**src/rtl/eq_i2s_pkg.sv**
```systemverilog
// Shared constants and sample type for the I2S transmitter.
// Slot numbering covers one stereo frame, left channel first.
package eq_i2s_pkg;

    localparam int DATA_W_DEF     = 24;
    localparam int SLOTS          = 2 * DATA_W_DEF;
    localparam int WS_RIGHT_FIRST = DATA_W_DEF - 1;
    localparam int WS_LEFT_FIRST  = SLOTS - 1;

    typedef struct packed {
        logic [DATA_W_DEF-1:0] lft;
        logic [DATA_W_DEF-1:0] rght;
    } stereo_smpl_t;

endpackage

```
**src/rtl/i2s_xmtr_if.sv**
```systemverilog
// Stereo sample handshake into the transmitter's holding register.
interface i2s_xmtr_if
    import eq_i2s_pkg::*;
#(
    parameter int DATA_W = DATA_W_DEF
);

    logic [DATA_W-1:0] lft_in;
    logic [DATA_W-1:0] rght_in;
    logic              smpl_vld;
    logic              smpl_rdy;

    modport master (output lft_in, output rght_in, output smpl_vld, input smpl_rdy);
    modport slave  (input lft_in, input rght_in, input smpl_vld, output smpl_rdy);

endinterface

```
**src/rtl/i2s_clk_gen.sv**
```systemverilog
// Bit-clock divider and slot sequencer; all ws changes land on sclk falling edges.
// o_fall is high in the cycle before the clk edge on which sclk falls.
module i2s_clk_gen
    import eq_i2s_pkg::*;
#(
    parameter int  SCLK_DIV = 32,
    parameter int  DATA_W   = DATA_W_DEF,
    localparam int SW       = $clog2(2 * DATA_W)
) (
    input  logic          clk,
    input  logic          rst_n,
    input  logic          i_en,
    output logic          o_sclk,
    output logic          o_fall,
    output logic [SW-1:0] o_slot,
    output logic          o_ws
);

    localparam int CW   = $clog2(SCLK_DIV);
    localparam int LAST = 2 * DATA_W - 1;
    localparam int WS_R = DATA_W - 1;

    logic [CW-1:0] r_cnt;
    logic [CW-1:0] w_cnt_nxt;
    logic [SW-1:0] r_slot;
    logic [SW-1:0] w_slot_nxt;
    logic          w_wrap;
    logic          r_sclk;
    logic          r_ws;

    always_comb begin
        w_wrap     = (r_cnt == CW'(SCLK_DIV - 1));
        w_cnt_nxt  = w_wrap ? '0 : r_cnt + CW'(1);
        w_slot_nxt = r_slot;
        if (w_wrap) begin
            w_slot_nxt = (r_slot == SW'(LAST)) ? '0 : r_slot + SW'(1);
        end
    end

    // sclk and ws are computed from next-state values so they stay glitch-free registers
    always_ff @(posedge clk or negedge rst_n) begin
        if (!rst_n) begin
            r_cnt  <= '0;
            r_slot <= SW'(LAST);
            r_sclk <= 1'b0;
            r_ws   <= 1'b0;
        end else if (!i_en) begin
            r_cnt  <= '0;
            r_slot <= SW'(LAST);
            r_sclk <= 1'b0;
            r_ws   <= 1'b0;
        end else begin
            r_cnt  <= w_cnt_nxt;
            r_slot <= w_slot_nxt;
            r_sclk <= (w_cnt_nxt >= CW'(SCLK_DIV / 2));
            r_ws   <= (w_slot_nxt >= SW'(WS_R)) && (w_slot_nxt != SW'(LAST));
        end
    end

    assign o_sclk = r_sclk;
    assign o_fall = i_en && w_wrap;
    assign o_slot = r_slot;
    assign o_ws   = r_ws;

endmodule

```
**src/rtl/i2s_xmtr.sv**
```systemverilog
// I2S transmitter: one-deep sample holding register, 48-bit frame shifter,
// and repeat-last-frame underrun handling.
module i2s_xmtr
    import eq_i2s_pkg::*;
#(
    parameter int DATA_W   = DATA_W_DEF,
    parameter int SCLK_DIV = 32
) (
    input  logic            clk,
    input  logic            rst_n,
    input  logic            en,
    i2s_xmtr_if.slave       smpl,
    output logic            I2S_sclk,
    output logic            I2S_ws,
    output logic            I2S_data,
    output logic            underrun
);

    localparam int FW   = 2 * DATA_W;
    localparam int SW   = $clog2(FW);
    localparam int LAST = FW - 1;

    logic          w_fall;
    logic          w_load;
    logic          w_acc;
    logic [SW-1:0] w_slot;
    logic [FW-1:0] r_hold;
    logic [FW-1:0] r_last;
    logic [FW-1:0] r_shift;
    logic          r_full;
    logic          r_underrun;

    i2s_clk_gen #(
        .SCLK_DIV (SCLK_DIV),
        .DATA_W   (DATA_W)
    ) u_clk_gen (
        .clk    (clk),
        .rst_n  (rst_n),
        .i_en   (en),
        .o_sclk (I2S_sclk),
        .o_fall (w_fall),
        .o_slot (w_slot),
        .o_ws   (I2S_ws)
    );

    assign w_load        = w_fall && (w_slot == SW'(LAST));
    assign w_acc         = smpl.smpl_vld && !r_full;
    assign smpl.smpl_rdy = !r_full;
    assign I2S_data      = r_shift[FW-1];
    assign underrun      = r_underrun;

    // A sample arriving on the load edge lands in holding only; that frame repeats
    always_ff @(posedge clk or negedge rst_n) begin
        if (!rst_n) begin
            r_full <= 1'b0;
            r_hold <= '0;
        end else if (w_load && r_full) begin
            r_full <= 1'b0;
        end else if (w_acc) begin
            r_full <= 1'b1;
            r_hold <= {smpl.lft_in, smpl.rght_in};
        end
    end

    always_ff @(posedge clk or negedge rst_n) begin
        if (!rst_n) begin
            r_shift    <= '0;
            r_last     <= '0;
            r_underrun <= 1'b0;
        end else if (!en) begin
            r_shift    <= '0;
            r_last     <= '0;
            r_underrun <= 1'b0;
        end else begin
            r_underrun <= w_load && !r_full;
            if (w_load) begin
                if (r_full) begin
                    r_shift <= r_hold;
                    r_last  <= r_hold;
                end else begin
                    r_shift <= r_last;
                end
            end else if (w_fall) begin
                r_shift <= {r_shift[FW-2:0], 1'b0};
            end
        end
    end

endmodule

```
**src/flat_wrapper.sv**
```systemverilog
// flat-port wrapper written by rule: the top's interface ports become plain ports
module i2s_xmtr_flat import eq_i2s_pkg::*;
#(
    parameter int DATA_W   = DATA_W_DEF,
    parameter int SCLK_DIV = 32
)
  (clk, rst_n, en, I2S_sclk, I2S_ws, I2S_data, underrun, smpl_lft_in, smpl_rght_in, smpl_smpl_vld, smpl_smpl_rdy);
  i2s_xmtr_if #(.DATA_W(DATA_W)) smpl_i ();
  input  logic clk;
  input  logic rst_n;
  input  logic en;
  output logic I2S_sclk;
  output logic I2S_ws;
  output logic I2S_data;
  output logic underrun;
  input wire logic [$bits(smpl_i.lft_in)-1:0] smpl_lft_in;
  input wire logic [$bits(smpl_i.rght_in)-1:0] smpl_rght_in;
  input wire logic [$bits(smpl_i.smpl_vld)-1:0] smpl_smpl_vld;
  output wire logic [$bits(smpl_i.smpl_rdy)-1:0] smpl_smpl_rdy;
  assign smpl_i.lft_in = smpl_lft_in;
  assign smpl_i.rght_in = smpl_rght_in;
  assign smpl_i.smpl_vld = smpl_smpl_vld;
  assign smpl_smpl_rdy = smpl_i.smpl_rdy;
  i2s_xmtr #(.DATA_W(DATA_W), .SCLK_DIV(SCLK_DIV)) u_core (.clk(clk), .rst_n(rst_n), .en(en), .smpl(smpl_i), .I2S_sclk(I2S_sclk), .I2S_ws(I2S_ws), .I2S_data(I2S_data), .underrun(underrun));
endmodule
```
**config.mk**
```make
export PLATFORM = sky130hd
export DESIGN_NAME = i2s_xmtr_flat
export DESIGN_NICKNAME = d
export VERILOG_FILES = /design/src/rtl/eq_i2s_pkg.sv /design/src/rtl/i2s_xmtr_if.sv /design/src/rtl/i2s_clk_gen.sv /design/src/rtl/i2s_xmtr.sv /design/src/flat_wrapper.sv
export SDC_FILE = /design/constraint.sdc
export NUM_CORES = 1
export LEC_CHECK = 0
export ABC_AREA = 1
export BUFFER_PORTS_ARGS = -buffer_cell sky130_fd_sc_hd__buf_2
export CORE_ASPECT_RATIO = 1.25
export CORE_MARGIN = 3
export CORE_UTILIZATION = 45
export CTS_CLUSTER_DIAMETER = 60
export CTS_CLUSTER_SIZE = 20
export DETAILED_ROUTE_END_ITERATION = 6
export SYNTH_ARGS = -nofsm -noshare
export SYNTH_HDL_FRONTEND = slang
export SYNTH_SLANG_ARGS = --single-unit
export TNS_END_PERCENT = 20
```
**constraint.sdc**
```tcl
create_clock -name clk -period 3.5 [get_ports clk]
set_input_delay 0.35 -clock clk [delete_from_list [all_inputs] [get_ports clk]]
set_output_delay 0.35 -clock clk [all_outputs]
set_load 0.01 [all_outputs]
```
==> results.txt <==
status -> finished, final reports clean
WL/cell -> 13.4 um
critical path class -> flop to flop
VDD IR max -> 0.309 mV
RR Endpoint -> u_core.r_last[23]
die height -> 145 um
Yosys top cell area share -> 0.548
max cap viols -> 0
Placed Cells -> 1007
total design power -> 0.00378 W
CP arrival -> 3130 ps
Core ar. -> 15100 sq um
Clock Skew -> 10.8 ps
sw frac -> 0.208
register bit total from synthesis -> 158
min-delay worst type -> input pin to flop
unrepaired setup endpoints after global routing -> no
final net count -> 874
startpoint class of the critical path -> flop
RR Startpoint -> u_core.u_clk_gen.r_cnt[0]
Pwr per Cell Area -> 475 nW/um^2
Worst Hold Path Cells -> 2
CTS tree -> yes
flop-to-flop setup slack -> 630 ps
Setup TNS -> 0 ps
H-tree Lvls -> 4
final WL -> 13900 um
1st-pass router iterations -> 5
largest net degree at the start of global routing -> 96
first-pass GRT wire length -> 24500 um
antenna-violating nets left -> 0
vias in the first global route -> 5366
Critical Path RT -> 3760 ps
Clk pin slew, worst setup/hold paths -> 60 ps
synthesized cell area -> 6990 sq um
FF-to-FF path depth -> 10
Comb pwr share -> 0.029
sequential share of power -> 0.488
internal power -> 0.00299 W
vias -> 5094
worst-margin pin slew -> 1090 ps
worst hold endpoint -> u_core.r_hold[13]
post-synthesis sequential area ratio -> 0.567
CP peak stage delay -> 620 ps
CTS Buffer Depth -> 2
ratio of cells with drive above 1 in the final layout -> 0.185
P_leak -> 4.13 nW
clock share of power -> 0.483
CTS Buf Count -> 17
fmax -> 348 MHz
fin crit share -> 0.821
cell taking the most area after synthesis -> dfrtp_1
Crit-path slowest cell -> inv_2
Synth area leaders -> dfrtp_1 (55%), nand2_1 (17%), mux2_2 (7.7%)
row count -> 50
sw power -> 0.000785 W
layout overhead on the synthesized area -> 13.7%
syn avg cell area -> 8.97 sq um
Yosys cell types -> 28
ANT cells -> 0
DIE AREA -> 17100 sq um
Worst-Skew Late Latency -> 430 ps
Synth Net Count -> 834
DRC Markers -> 0
Final Non-Filler Cells -> 1040
GRT overflow -> 0
Slew Viols, Final -> 0
Hold Startpoint -> smpl_rght_in[13]
clock period minus worst slack -> 2870 ps
antenna violations before repair -> 0
IO Port Bufs -> 56
num ports -> 57
post-detail-place hpwl -> 8670 um
initial core utilization -> 0.464
crit-path cells -> ha_1 > and3_1 > ha_1 > nand2_2 > nor2_4 > nand3_2 > inv_2 > nor2_2 > inv_2 > o21ai_0
worst rel slew slack -> 0.268
Final Hold Viols -> 0
GR Util All Layers -> 0.174
Root Buffer -> clkbuf_16
CTS Sinks -> 158
routed vias/inst -> 4.90
YS warnings -> 0
cells after synthesis -> 779
Max FO, Critical Path -> 48
Final Setup Violations -> 0
GP Congestion -> 0.822
CP endpoint kind -> flop
initial DRC count -> 310
Fillers -> 1450
die width -> 117 um
[power by group through the flow]
stage / combinational, W / sequential, W / clock, W
finish: 0.000111 / 0.00184 / 0.00182
CTS: 0.000115 / 0.00184 / 0.00187
global route: 0.000128 / 0.00184 / 0.00195
floorplan: 0.0000399 / 0.00187 / 0
detailed placement: 0.000114 / 0.00188 / 0
global placement: 0.000112 / 0.00188 / 0
[worst max-delay path by stage]
stage	slack, ps	to	startpoint
after floorplan	1630	u_core.r_last[27]	u_core.u_clk_gen.r_cnt[0]
after global placement	770	u_core.r_last[25]	u_core.u_clk_gen.r_cnt[0]
after detailed placement	600	u_core.r_last[23]	u_core.u_clk_gen.r_cnt[0]
after CTS	580	u_core.r_last[23]	u_core.u_clk_gen.r_cnt[0]
after global routing	330	u_core.r_last[16]	u_core.u_clk_gen.r_cnt[0]
final	630	u_core.r_last[23]	u_core.u_clk_gen.r_cnt[0]
[final cells by class]
| cell class | count | area, sq um | area share |
|---|---|---|---|
| flip-flops and latches | 158 | 3960 | 0.499 |
| multi-input cells | 517 | 2550 | 0.321 |
| clock buffers | 21 | 440 | 0.0554 |
| repair buffers | 64 | 362 | 0.0455 |
| well taps | 208 | 260 | 0.0328 |
| inverters | 61 | 229 | 0.0288 |
| clock inverters | 11 | 144 | 0.0181 |
[cells in the mapped netlist (all sizes together)]
master	number
nand2	311
o211ai	1
and2	1
o21ai	104
a31oi	8
xor2	2
dfstp	5
inv	61
a21oi	2
ha	3
nand3	16
nand3b	1
nor2	18
clkbuf	10
mux2	48
dfrtp	153
and3	1
buf	33
nand4	1
[layer usage]
metal  track usage  share of wire  vias up
li1              -              -     2545
met1         0.208           0.44     2445
met2         0.304           0.51       87
met3        0.0397          0.035       17
met4        0.0686          0.014        0
met5             0              0        -
[layout by cell type (no fill, tap or decap), types with 4 or more instances in the layout]
master and n:
dfstp_2 5, clkbuf_16 17, mux2_2 48, clkbuf_1 4, buf_4 6, nor2_1 14, o21ai_1 21, inv_1 59
nand3_1 15, o21ai_0 83, dfrtp_1 152, clkinv_2 4, nand2_1 309, buf_2 55, a31oi_1 8
[registers in the layout, summed over array words and instances (netlist names)]
register,count
u_core.r_shift,48
u_core.r_last,48
u_core.underrun,1
u_core.u_clk_gen.r_cnt,5
u_core.r_hold,48
u_core.u_clk_gen.o_slot,6
u_core.r_full,1
u_core.u_clk_gen.o_ws,1
[worst max-delay path, delay by kind of cell (launching register included)]
kind,cells,cell delay [ps]
adder cells (fa/ha/maj),2,560
AO/OA/AOI/OAI,1,210
flip-flops,1,380
AND/OR/NAND/NOR,5,560
buffers and inverters,2,1000
[cell families after synthesis]
family / count (synthesis) / synth area share
DFF: 158 / 0.567
AOI/OAI and AO/OA: 115 / 0.0841
xor gates and xnor gates: 2 / 0.00251
muxes: 48 / 0.0773
adders and majority gates: 3 / 0.00537
and+or+nand+nor: 349 / 0.195
buffers and inverters: 104 / 0.0689
[stage by stage]
stage	instance area (sq um)	hold slack, ps	setup WS [ps]	util
global placement	7350	441	773	0.488
global route	7950	137	325	0.527
CTS	7950	135	583	0.527
detailed placement	7350	450	596	0.488
floorplan	6990	54.4	1630	-
finish	7950	147	627	0.527
[timing repair]
action / in CTS / in global routing
buffers inserted: 0 / 0
hold buffers: 1 / 0
endpoints found under the hold margin: 14 / 0
resized for setup: 0 / 0
Note: power is estimated with default switching activity, not from simulation.
